File: src/rtl/fsm_seq_gen.sv
// rtl/fsm_seq_gen.sv - autonomous four-state Moore sequencer with per-state dwell counts
module fsm_seq_gen #(
  parameter int DWELL0 = 1,
  parameter int DWELL1 = 2,
  parameter int DWELL2 = 3,
  parameter int DWELL3 = 4,
  parameter int CNT_W  = 8
) (
  input  logic       clk,
  input  logic       rst,
  output logic       y,
  output logic [1:0] state
);

  typedef enum logic [1:0] {
    S0 = 2'b00,
    S1 = 2'b01,
    S2 = 2'b10,
    S3 = 2'b11
  } state_t;

  // A dwell of 0 is clamped to 1 so every state lasts at least one clock.
  localparam int EFF0 = (DWELL0 < 1) ? 1 : DWELL0;
  localparam int EFF1 = (DWELL1 < 1) ? 1 : DWELL1;
  localparam int EFF2 = (DWELL2 < 1) ? 1 : DWELL2;
  localparam int EFF3 = (DWELL3 < 1) ? 1 : DWELL3;

  // Terminal counter value for each state (D-1); fits because D <= 2**CNT_W.
  localparam logic [CNT_W-1:0] LAST0 = CNT_W'(EFF0 - 1);
  localparam logic [CNT_W-1:0] LAST1 = CNT_W'(EFF1 - 1);
  localparam logic [CNT_W-1:0] LAST2 = CNT_W'(EFF2 - 1);
  localparam logic [CNT_W-1:0] LAST3 = CNT_W'(EFF3 - 1);

  state_t           state_q, state_d;
  logic [CNT_W-1:0] cnt_q, cnt_d;
  logic             y_q, y_d;
  logic [CNT_W-1:0] last;

  // Select the terminal count belonging to the current state.
  always_comb begin
    last = LAST0;
    case (state_q)
      S0: last = LAST0;
      S1: last = LAST1;
      S2: last = LAST2;
      S3: last = LAST3;
      default: last = LAST0;
    endcase
  end

  // Next-state logic: count up, or advance and clear at (or beyond) the terminal count.
  always_comb begin
    state_d = state_q;
    cnt_d   = cnt_q + CNT_W'(1);
    if (cnt_q >= last) begin
      // Counts above the terminal value are treated as terminal so the
      // sequencer always recovers on the next edge.
      cnt_d = '0;
      case (state_q)
        S0: state_d = S1;
        S1: state_d = S2;
        S2: state_d = S3;
        S3: state_d = S0;
        default: state_d = S0;
      endcase
    end
    // y is computed from the next state so it is registered alongside it.
    y_d = (state_d == S3);
  end

  // State, counter and flag registers; reset wins over advancing.
  always_ff @(posedge clk) begin
    if (rst) begin
      state_q <= S0;
      cnt_q   <= '0;
      y_q     <= 1'b0;
    end else begin
      state_q <= state_d;
      cnt_q   <= cnt_d;
      y_q     <= y_d;
    end
  end

  assign state = state_q;
  assign y     = y_q;

endmodule

File: config.mk
export PLATFORM = sky130hd
export DESIGN_NAME = fsm_seq_gen
export DESIGN_NICKNAME = d
export VERILOG_FILES = /design/src/rtl/fsm_seq_gen.sv
export SDC_FILE = /design/constraint.sdc
export NUM_CORES = 1
export LEC_CHECK = 0
export CAP_MARGIN = 15
export CORE_AREA = 3 3 40 42
export DETAILED_ROUTE_END_ITERATION = 12
export DIE_AREA = 0 0 43 45
export PLACE_DENSITY = 0.58
export SYNTH_ARGS = -nofsm -noshare
export SYNTH_HDL_FRONTEND = slang
export SYNTH_SLANG_ARGS = --single-unit
File: constraint.sdc
create_clock -name clk -period 2.6 [get_ports clk]
set_clock_uncertainty 0.2 [all_clocks]
set_input_delay 0.39 -clock clk [delete_from_list [all_inputs] [get_ports clk]]
set_output_delay 0.39 -clock clk [all_outputs]
set_load 0.01 [all_outputs]
After elaboration in Yosys (flattened, before gate mapping) --
Cells that the tools add are included.
Word-level totals: register bits 11, bits in latches 0, memory bits (writable) 0, ROM bits 0, input bits 2, output and inout port bits 3, word-level logic and storage cells 14, memories kept 0
Operators by class: $add $sub $neg 1, multiply operators 0, div/mod/pow operators 0, $lt $le $gt $ge 1, equality and inequality tests 4, shift-type cells 0, mux-type cells 3, bitwise gates (word level) 0, reductions and logical operators 2
Operators by type and width (count):
- case mux 8 bit (4 select lines) | 1
- adder 8 x 1 -> 8 bit (second input constant) | 1
- greater-or-equal comparator 8 bit | 1
- case mux 2 bit (4 select lines) | 1
- equality test 2 bit (second input constant) | 3
- equality test 2 x 1 -> 1 bit (second input constant) | 1
- zero test 2 bit | 1
- two-way mux 2 bit | 1
- OR reduction 2 bit | 1

Logic depth before layout (Yosys ltp) --
Gate-level depths: netlist of the first run.
depth in word-level cells 5, mapped depth 8, gate-level depth less buffers 8

Worst setup path after synthesis of the first run --
No wires, ideal clock.
path kind reg-to-reg, start point register state_q[1], in the netlist state[1], end point register y_q, in the netlist y, setup time 0.121 ns, data arrival time 1.880 ns, required time 2.279 ns, setup slack 0.398 ns, cell stages (with the launch flop) 9, buffers on the path 0, clock period less this slack 2.202 ns, path through dfxtp_1 inv_1 ha_1 nor2_1 nor2_1 ha_1 nand2b_1 a211o_4 mux2_4
On the way: cells in the longest elaborated chain, start to end 5, elaborated cells between the ends (all ways) 9, classes of those cells order compare (1); eq/ne (4); mux (3); reduce/logical (1)
Ends and longest elaborated chain:
- start, declared | line 34 | state_t state_q, state_d;
- start signal, assigned | line 78 | state_q <= state_d;
- equality test 2 bit (tied with other cells) | line 42, 59
- case mux 8 bit (4 select lines) | line 42 | case (state_q)
- greater-or-equal comparator 8 bit | line 55 | if (cnt_q >= last) begin
- two-way mux 2 bit (*) | line 55
- equality test 2 bit (*) | line 68 | y_d = (state_d == S3);
- end signal, assigned | line 80 | y_q <= y_d;
- end, declared | line 36 | logic y_q, y_d;
Mark *: on every way between the ends. The rest lies on a longest branch, timed or not. The select of a mux whose other input is x is not followed. A chain may end at the register's enable or synchronous reset.

Worst setup path after layout of the first run --
Same ends and word-level chain as after synthesis.

==> impl_metrics.tcl, run 1 <==
set metrics [dict create \
    outcome "complete, no violations" \
    leftover_overflow_at_the_end_of_global_routing 0 \
    number_of_buffer_and_inverter_instances_along_the_worst_setup_path 1 \
    post_cts_buffers 0 \
    global_route.usage.total 0.08090 \
    netlist.top_cell.by_area "sky130_fd_sc_hd__dfxtp_1" \
    timing.final.hold_violations 0 \
    clk-insertion-delay-late_ps 270 \
    synth_xor_area_frac 0.01892 \
    netlist_top_cells_area "sky130_fd_sc_hd__dfxtp_1, sky130_fd_sc_hd__ha_1, sky130_fd_sc_hd__nand2b_1" \
    post_layout_instance_count_excluding_filler_cells 68 \
    final_layout_size_suffix_gt1_frac 0.1132 \
    vias 291 \
    rows 13 \
    cts_root_buf "sky130_fd_sc_hd__clkbuf_4" \
    nFillCells 124 \
    critPathCaptureType "flop" \
    cts_tree "done" \
    place_congestion 0.6160 \
    ff2ff_setup_slack_ps 340 \
    period_needed_ps 2258 \
    netlist-cell-type-count 16 \
    critical_path_slowest_stage_cell "sky130_fd_sc_hd__dfxtp_1" \
    syn_area_per_cell_um2 11.29 \
    maxSlewViolCount 0 \
    avgViaCountPerCell 4.279 \
    layout_commonest_cell "sky130_fd_sc_hd__dfxtp_1" \
    drt_pre_antenna_iters 2 \
    most-common-layout-cells "sky130_fd_sc_hd__dfxtp_1, sky130_fd_sc_hd__ha_1, sky130_fd_sc_hd__nor2_1, sky130_fd_sc_hd__conb_1, sky130_fd_sc_hd__clkdlybuf4s50_1" \
    antenna-diode-count 0 \
    wl_per_cell_um 9.132 \
    crit_arrival_ps 2220 \
    critical_setup_path_class "reg2reg" \
    rsz0062_at_grt "no" \
    die_area_um2 1935 \
    cts.repair.resized 0 \
    floorplan.io_pins 5 \
    finalSetupViolations 0 \
    post_synth_inst_count 41 \
    dpl.hpwl_um 489.3 \
    p_sw_mw 0.1342 \
    ir_worst_vdd_mv 0.3443 \
    cap_viol_max_count 0 \
    delay_of_the_slowest_cell_on_the_worst_path_ps 400 \
    chipHeight_um 45 \
    switching_share 0.2981 \
    ys.warnings.count 0 \
    power-per-cell-area_nw_per_um2 799.7 \
    worst_hold_startpoint "cnt_q[0]" \
    synth_seq_area_share 0.4757 \
    core_area_um2 1285 \
    synth_adder_area_share 0.1892 \
    drc_errors 0 \
    setup_total_negative_slack_ps 0 \
    drt_iter0_markers 3 \
    port-buffer-count 4 \
    final_antenna_net_count 0 \
    clk_pin_slew_worst_paths_ps 80 \
    p_int_mw 0.3160 \
    pin_count_of_the_biggest_net_entering_global_routing 7 \
    dominant_combinational_cell_family_by_area_after_synthesis "adder cells" \
    worstPathCellList "inv_1, ha_1, nor2_1, nor2_1, ha_1, nand2b_1, a211o_4, mux2_4" \
    sequential_cell_area_um2 220.2 \
    critical_path.startpoint_type "flop" \
    reg2reg_from "state[1]" \
    hold_end "cnt_q[0]" \
    power.sequential.fraction 0.457 \
    yosys-mux-area-fraction 0.05405 \
    initial_cell_density_of_the_core 0.3603 \
    die_w_um 43 \
    detail_route.wirelength_um 621 \
    power.combinational.fraction 0.282 \
    syn_area_um2 462.9 \
    vias_in_the_first_global_route 298 \
    cts-root-to-sink-buffers 2 \
    worstPathMaxFanout 6 \
    max_freq_mhz 443.0 \
    tritoncts.num_buffers 3 \
    critPathTopFamily "adder cells" \
    nets 63 \
    post_synth_and_or_nand_nor_area_fraction 0.1568 \
    cp_data_required_time_ps 2560 \
    post-synth-top-area-fraction 0.4757 \
    fin_crit_sh 0.8683 \
    clk_sink_count 11 \
    worstReg2RegEnd "y" \
    number_of_cells_on_the_worst_reg_to_reg_path 8 \
    min_path_cells 1 \
    grt_pass1_wl_um 1145 \
    flow.area_growth_from_synthesis_pct 21.62 \
    total_leakage_power_nw 0.2435 \
    postCtsHoldBufs 0 \
    place.detailed.instances 64 \
    clock_power_share 0.261 \
    hold-worst-slack_ps 259.5 \
    final_core_util 0.4382 \
    grt_antenna_before_repair 0 \
    synthesized_area_fraction_occupied_by_ao_oa_aoi_and_oai_cells 0.07297 \
    clock_tree.htree_level_count 1 \
    yosys_register_bits 11 \
    multiInputGateArea_um2 246.5 \
    hold_path.class "reg2reg" \
]
==> layout make-up <==
class | count | share of cell area
Timing Repair Buffer | 4 | 0.07111
Clock buffer | 4 | 0.04667
Multi-Input combinational cell | 31 | 0.4378
Sequential cell | 11 | 0.3911
Inverter | 3 | 0.02000
Tap cell | 15 | 0.03333
==> routing by layer <==
metal	part of all wire	wire [um]	vias up	global-route usage
met3	0.023	14	2	0.01195
met5	0	0	-	0
met2	0.44	272	4	0.1138
met4	0.027	17	0	0.09036
met1	0.51	317	128	0.09927
li1	-	-	157	-
==> worst max-delay path by stage <==
stage	start	to	slack, ps	cells after the start
4_1_cts	state[1]	y	330	8
3_3_place_gp	state[1]	y	340	8
6_report	state[1]	y	340	8
3_5_place_dp	state[1]	y	350	8
2_1_floorplan	state[1]	y	400	8
5_1_grt	state[1]	y	210	8
==> worst register-to-register path: stages, from the launching register on <==
cell and delay [ps]:
sky130_fd_sc_hd__dfxtp_1 400, sky130_fd_sc_hd__inv_1 100, sky130_fd_sc_hd__ha_1 190, sky130_fd_sc_hd__nor2_1 110, sky130_fd_sc_hd__nor2_1 50, sky130_fd_sc_hd__ha_1 260, sky130_fd_sc_hd__nand2b_1 160, sky130_fd_sc_hd__a211o_4 380
sky130_fd_sc_hd__mux2_4 300
==> stage by stage <==
step,instance area [um2],power (mW),setup WS [ps]
floorplan,478.0,0.2888,398.3
global placement,536.8,0.3386,343.8
detailed placement,536.8,0.3395,347.0
CTS,563.0,0.4568,330.2
global route,563.0,0.4824,205.6
finish,563.0,0.4503,342.5
==> power by group through the flow <==
| stage | Sequential (mW) | Clock (mW) | Combinational (mW) |
|---|---|---|---|
| after floorplan | 0.216 | 0 | 0.0733 |
| after global placement | 0.211 | 0 | 0.128 |
| after detailed placement | 0.210 | 0 | 0.129 |
| after CTS | 0.207 | 0.121 | 0.129 |
| after global routing | 0.211 | 0.129 | 0.142 |
| final | 0.206 | 0.117 | 0.127 |
==> cell families (layout without fill, tap and decap cells) <==
family | count (synthesis) | in the layout
and+or+nand+nor | 13 | 13
muxes | 2 | 2
DFF | 11 | 11
xor gates and xnor gates | 1 | 1
AOI/OAI and AO/OA | 3 | 3
adders and majority gates | 7 | 7
other | 1 | 5
buffers and inverters | 3 | 11
==> registers in the layout (all words and copies together), names as in the netlist <==
| signal | cells |
|---|---|
| cnt_q | 8 |
| state | 2 |
| y | 1 |
==> cells in the mapped netlist <==
master / number
sky130_fd_sc_hd__ha_1: 7
sky130_fd_sc_hd__conb_1: 1
sky130_fd_sc_hd__a211oi_1: 1
sky130_fd_sc_hd__nor3_1: 2
sky130_fd_sc_hd__mux2i_1: 1
sky130_fd_sc_hd__nor2_1: 5
sky130_fd_sc_hd__xnor2_1: 1
sky130_fd_sc_hd__a211o_4: 1
sky130_fd_sc_hd__nand2b_1: 3
sky130_fd_sc_hd__dfxtp_1: 11
sky130_fd_sc_hd__mux2_4: 1
sky130_fd_sc_hd__or4_4: 1
sky130_fd_sc_hd__or3_1: 1
sky130_fd_sc_hd__nor3b_1: 1
sky130_fd_sc_hd__inv_1: 3
sky130_fd_sc_hd__a2111oi_0: 1
Power figures use the tool's default switching activity.
==> run 2: changes to the inputs <==
Settings changed: PLACE_DENSITY 0.58 to not set.
==> run 2 against run 1 <==
  * Sequential share of layout area unchanged
  * Cell area unchanged
  * Combinational power about the same
  * Largest power group unchanged
==> impl_metrics.tcl, run 2 (synthesis gave the netlist of run 1 again) <==
set metrics [dict create \
    gr-usage-met1 0.1022 \
    antenna-diode-count 0 \
    tritoncts.num_buffers 3 \
    total_leakage_power_nw 0.2435 \
    grtUsageMet2 0.1108 \
    detail_route.wirelength_um 618 \
    timing.final.hold_violations 0 \
    power.combinational.fraction 0.287 \
    cap_viol_max_count 0 \
    outcome "complete, no violations" \
    clk-insertion-delay-late_ps 260 \
    fin_crit_sh 0.8661 \
    max_freq_mhz 444.1 \
    power.sequential.fraction 0.461 \
    critPathCaptureType "flop" \
    switching_share 0.2894 \
    post_layout_instance_count_excluding_filler_cells 68 \
    die_area_um2 1935 \
    cp_data_required_time_ps 2560 \
    clk_pin_slew_worst_paths_ps 70 \
    chipHeight_um 45 \
    drc_errors 0 \
    largest_reg_flops 8 \
    nets 63 \
    maxSlewViolCount 0 \
    hold-worst-slack_ps 265.9 \
    crit_arrival_ps 2210 \
    p_int_mw 0.3168 \
    nFillCells 120 \
    clock_power_share 0.252 \
    layout_commonest_cell "sky130_fd_sc_hd__dfxtp_1" \
    rsz0062_at_grt "no" \
    floorplan.io_pins 5 \
    global_route.usage.total 0.08104 \
    wl_per_cell_um 9.088 \
    grt_antenna_before_repair 0 \
    largest_register "cnt_q" \
    critical_setup_path_class "reg2reg" \
    cts_tree "done" \
    finalSetupViolations 0 \
    avgViaCountPerCell 4.250 \
    grt_pass1_wl_um 1117 \
    power-per-cell-area_nw_per_um2 791.8 \
    clk_sink_count 11 \
    leftover_overflow_at_the_end_of_global_routing 0 \
    hold_path.class "reg2reg" \
    drt_iter0_markers 2 \
    place.detailed.instances 64 \
    cts_root_buf "sky130_fd_sc_hd__clkbuf_4" \
    initial_cell_density_of_the_core 0.3603 \
    final_antenna_net_count 0 \
    rows 13 \
    place_congestion 0.6551 \
    critical_path.startpoint_type "flop" \
    flow.area_growth_from_synthesis_pct 21.62 \
    post_cts_buffers 0 \
    ir_worst_vdd_mv 0.3590 \
    top_usage_layer "met2" \
    clock_tree.htree_level_count 1 \
    p_sw_mw 0.1290 \
    port-buffer-count 4 \
    pin_count_of_the_biggest_net_entering_global_routing 7 \
    vias_in_the_first_global_route 269 \
    grt_use_met3 0.02390 \
    drt_pre_antenna_iters 2 \
    stdcell_area_um2 563.0 \
    core_area_um2 1285 \
    die_w_um 43 \
    most-common-layout-cells "sky130_fd_sc_hd__dfxtp_1, sky130_fd_sc_hd__ha_1, sky130_fd_sc_hd__nor2_1, sky130_fd_sc_hd__conb_1, sky130_fd_sc_hd__clkdlybuf4s50_1" \
    dpl_cell_area_um2 536.8 \
    dpl.hpwl_um 497 \
    final_core_util 0.4382 \
    cts-root-to-sink-buffers 2 \
    postCtsHoldBufs 0 \
    vias 289 \
    cts.repair.resized 0 \
    worstPathMaxFanout 6 \
    final_layout_size_suffix_gt1_frac 0.1132 \
    period_needed_ps 2252 \
    setup_total_negative_slack_ps 0 \
]
## run 2: cell counts in the layout (fill, tap and decap cells not counted)
No cell type changed its count.
## run 2: worst paths after layout
check	startpoint	endpoint	slack (ps)	cells past startpoint
hold reg to reg	cnt_q[0]	cnt_q[0]	270	1
setup reg to reg	state[1]	y	350	8
hold / removal	cnt_q[0]	cnt_q[0]	270	1
setup / recovery	state[1]	y	350	8
## run 2: power groups by stage
stage / clock network (mW) / logic (mW) / registers (mW)
global placement: 0 / 0.131 / 0.209
floorplan: 0 / 0.0733 / 0.216
finish: 0.112 / 0.128 / 0.206
CTS: 0.118 / 0.131 / 0.206
detailed placement: 0 / 0.130 / 0.210
global route: 0.126 / 0.145 / 0.211
## run 2: cell type report
cell class | count | area, um2 | area share
clock buffers | 4 | 26.28 | 0.04667
inverters | 3 | 11.26 | 0.02000
multi-input cells | 31 | 246.5 | 0.4378
flip-flops and latches | 11 | 220.2 | 0.3911
well taps | 15 | 18.77 | 0.03333
repair buffers | 4 | 40.04 | 0.07111
## run 2: metal layers
layer | share of wire | vias to the layer above
met5 | 0 | -
met4 | 0.029 | 0
met3 | 0.026 | 2
met2 | 0.44 | 3
met1 | 0.51 | 125
li1 | - | 159
## run 2: worst max-delay path: stages, from the launching register on
cell and delay [ps]:
sky130_fd_sc_hd__dfxtp_1 410, sky130_fd_sc_hd__inv_1 110, sky130_fd_sc_hd__ha_1 190, sky130_fd_sc_hd__nor2_1 100
sky130_fd_sc_hd__nor2_1 50, sky130_fd_sc_hd__ha_1 250, sky130_fd_sc_hd__nand2b_1 170, sky130_fd_sc_hd__a211o_4 380
sky130_fd_sc_hd__mux2_4 300
## run 2: metrics by stage
stage,setup WS (ps),power [mW]
2_1_floorplan,398.3,0.2888
5_1_grt,236.3,0.4809
3_5_place_dp,366.4,0.3393
6_report,348.0,0.4458
4_1_cts,342.5,0.4543
3_3_place_gp,337.6,0.3398
==> edit (settings of run 1) <==
The parameter `CNT_W` goes from 8 to 12.
--- a/src/rtl/fsm_seq_gen.sv
+++ b/src/rtl/fsm_seq_gen.sv
@@ -4,7 +4,7 @@
   parameter int DWELL1 = 2,
   parameter int DWELL2 = 3,
   parameter int DWELL3 = 4,
-  parameter int CNT_W  = 8
+  parameter int CNT_W  = 12
 ) (
   input  logic       clk,
   input  logic       rst,
Check against the original RTL: no difference found for any inputs over 10 cycles, from zero or initial values and one cycle with rst high; that may be too few to reach the edited logic, so the function may still have changed.
==> edit against run 1 <==
Synthesized cell count grew 15%. Area after synthesis grew 26%. Final cell count grew 16%. Non-clock buffer count grew 1. Worst setup slack lost 0.16 ns. Count of clock-buffer cells in the layout shrank 1. Sequential cell count grew 4. Fmax shrank 6.5%. First-iteration DRC count grew 33%. Critical endpoint is now state[0]. Critical path depth is the same. Routed wire length grew 20%. Design area grew 26%. Power grew 21%.
==> edit: results (changes against run 1) <==
Status -> finished, final reports clean (unchanged)
Flop-to-flop setup slack -> 0.19 ns (was 0.34 ns)
Area contributors post-synth -> dfxtp_1, ha_1, mux2_4 (was dfxtp_1, ha_1, nand2b_1)
GPL Wtd Cong -> 0.7443 (was 0.6160)
Largest register FFs -> 12 (was 8)
Cell Area, Placed -> 681.9 sq um (was 536.8 sq um)
Layout cells sized above 1 -> 17.19% (was 11.32%)
GRT Overall Usage -> 9.045% (was 8.090%)
CTS root buf -> clkbuf_4 (unchanged)
Post-place setup slack -> 0.1828 ns (was 0.3470 ns)
Sequential area share after synthesis -> 51.28% (was 47.57%)
Nets -> 74 (was 63)
Post-synthesis cell count -> 47 (was 41)
CP arrival -> 2.38 ns (was 2.22 ns)
First-iteration detailed-routing DRC count -> 4 (was 3)
CTS Buf Count -> 3 (unchanged)
Worst Setup EP -> state[0] (was y)
Met1 Resource Use GR -> 12.99% (was 9.927%)
First-pass GRT wire length -> 1255 microns (was 1145 microns)
Fmax -> 0.4143 GHz (was 0.4430 GHz)
Post-CTS sizing -> 0 (unchanged)
Inserted Diodes -> 0 (unchanged)
CP max-delay cell -> a2111oi_4 (was dfxtp_1)
Largest net degree at the start of global routing -> 10 (was 7)
GR Util met2 -> 11.98% (was 11.38%)
GRT met3 Usage -> 3.586% (was 1.195%)
VDD IR-drop max -> 0.0004010 V (was 0.0003443 V)
Hold Path Depth -> 1 (unchanged)
Fillcell total -> 120 (was 124)
Final WL -> 744 microns (was 621 microns)
DR pass1 iterations -> 4 (was 2)
Met2 wire len -> 289 microns (was 272 microns)
Critical path origin -> state[0] (was state[1])
Leakage -> 0.3153 nW (was 0.2435 nW)
Vias per cell -> 3.911 (was 4.279)
Top post-synthesis cells by count -> dfxtp_1, ha_1, nor2_1 (unchanged)
Routed len/inst -> 9.418 microns (was 9.132 microns)
Placed cells -> 75 (was 64)
Dpl hpwl -> 562.8 microns (was 489.3 microns)
Top layer used by detailed routing -> met3 (was met4)
WHS -> 0.2778 ns (was 0.2595 ns)
Met3 routed WL -> 19 microns (was 14 microns)
Post-Route M1 WL -> 434 microns (was 317 microns)
==> edit: kinds of logic (layout without fill, tap and decap cells) <==
| kind of cell | Yosys count | count (layout) | synth area share (%) |
|---|---|---|---|
| mux | 3 | 3 | 6.838 |
| other cells | 1 | 9 | 0.6404 |
| simple gates | 16 | 16 | 18.16 |
| flops | 15 | 15 | 51.28 |
| xor+xnor | 1 | 1 | 1.496 |
| buf+inv | 3 | 12 | 1.923 |
| fa+ha+maj | 7 | 7 | 14.96 |
| compound gates | 1 | 1 | 4.701 |
==> edit: power breakdown <==
group / switching [mW] / internal [mW] / leakage (nW)
logic: 0.0715 / 0.0807 / 0.173
clock network: 0.0712 / 0.0569 / 0.0177
registers: 0.0116 / 0.252 / 0.125
==> edit: area by class of cell <==
class                   count  area (sq um)  area share (%)
clock inverters             1         5.005          0.7055
flip-flops and latches     15         300.3           42.33
clock buffers               3         22.52           3.175
multi-input cells          37         304.0           42.86
well taps                  15         18.77           2.646
repair buffers              5         47.55           6.702
inverters                   3         11.26           1.587
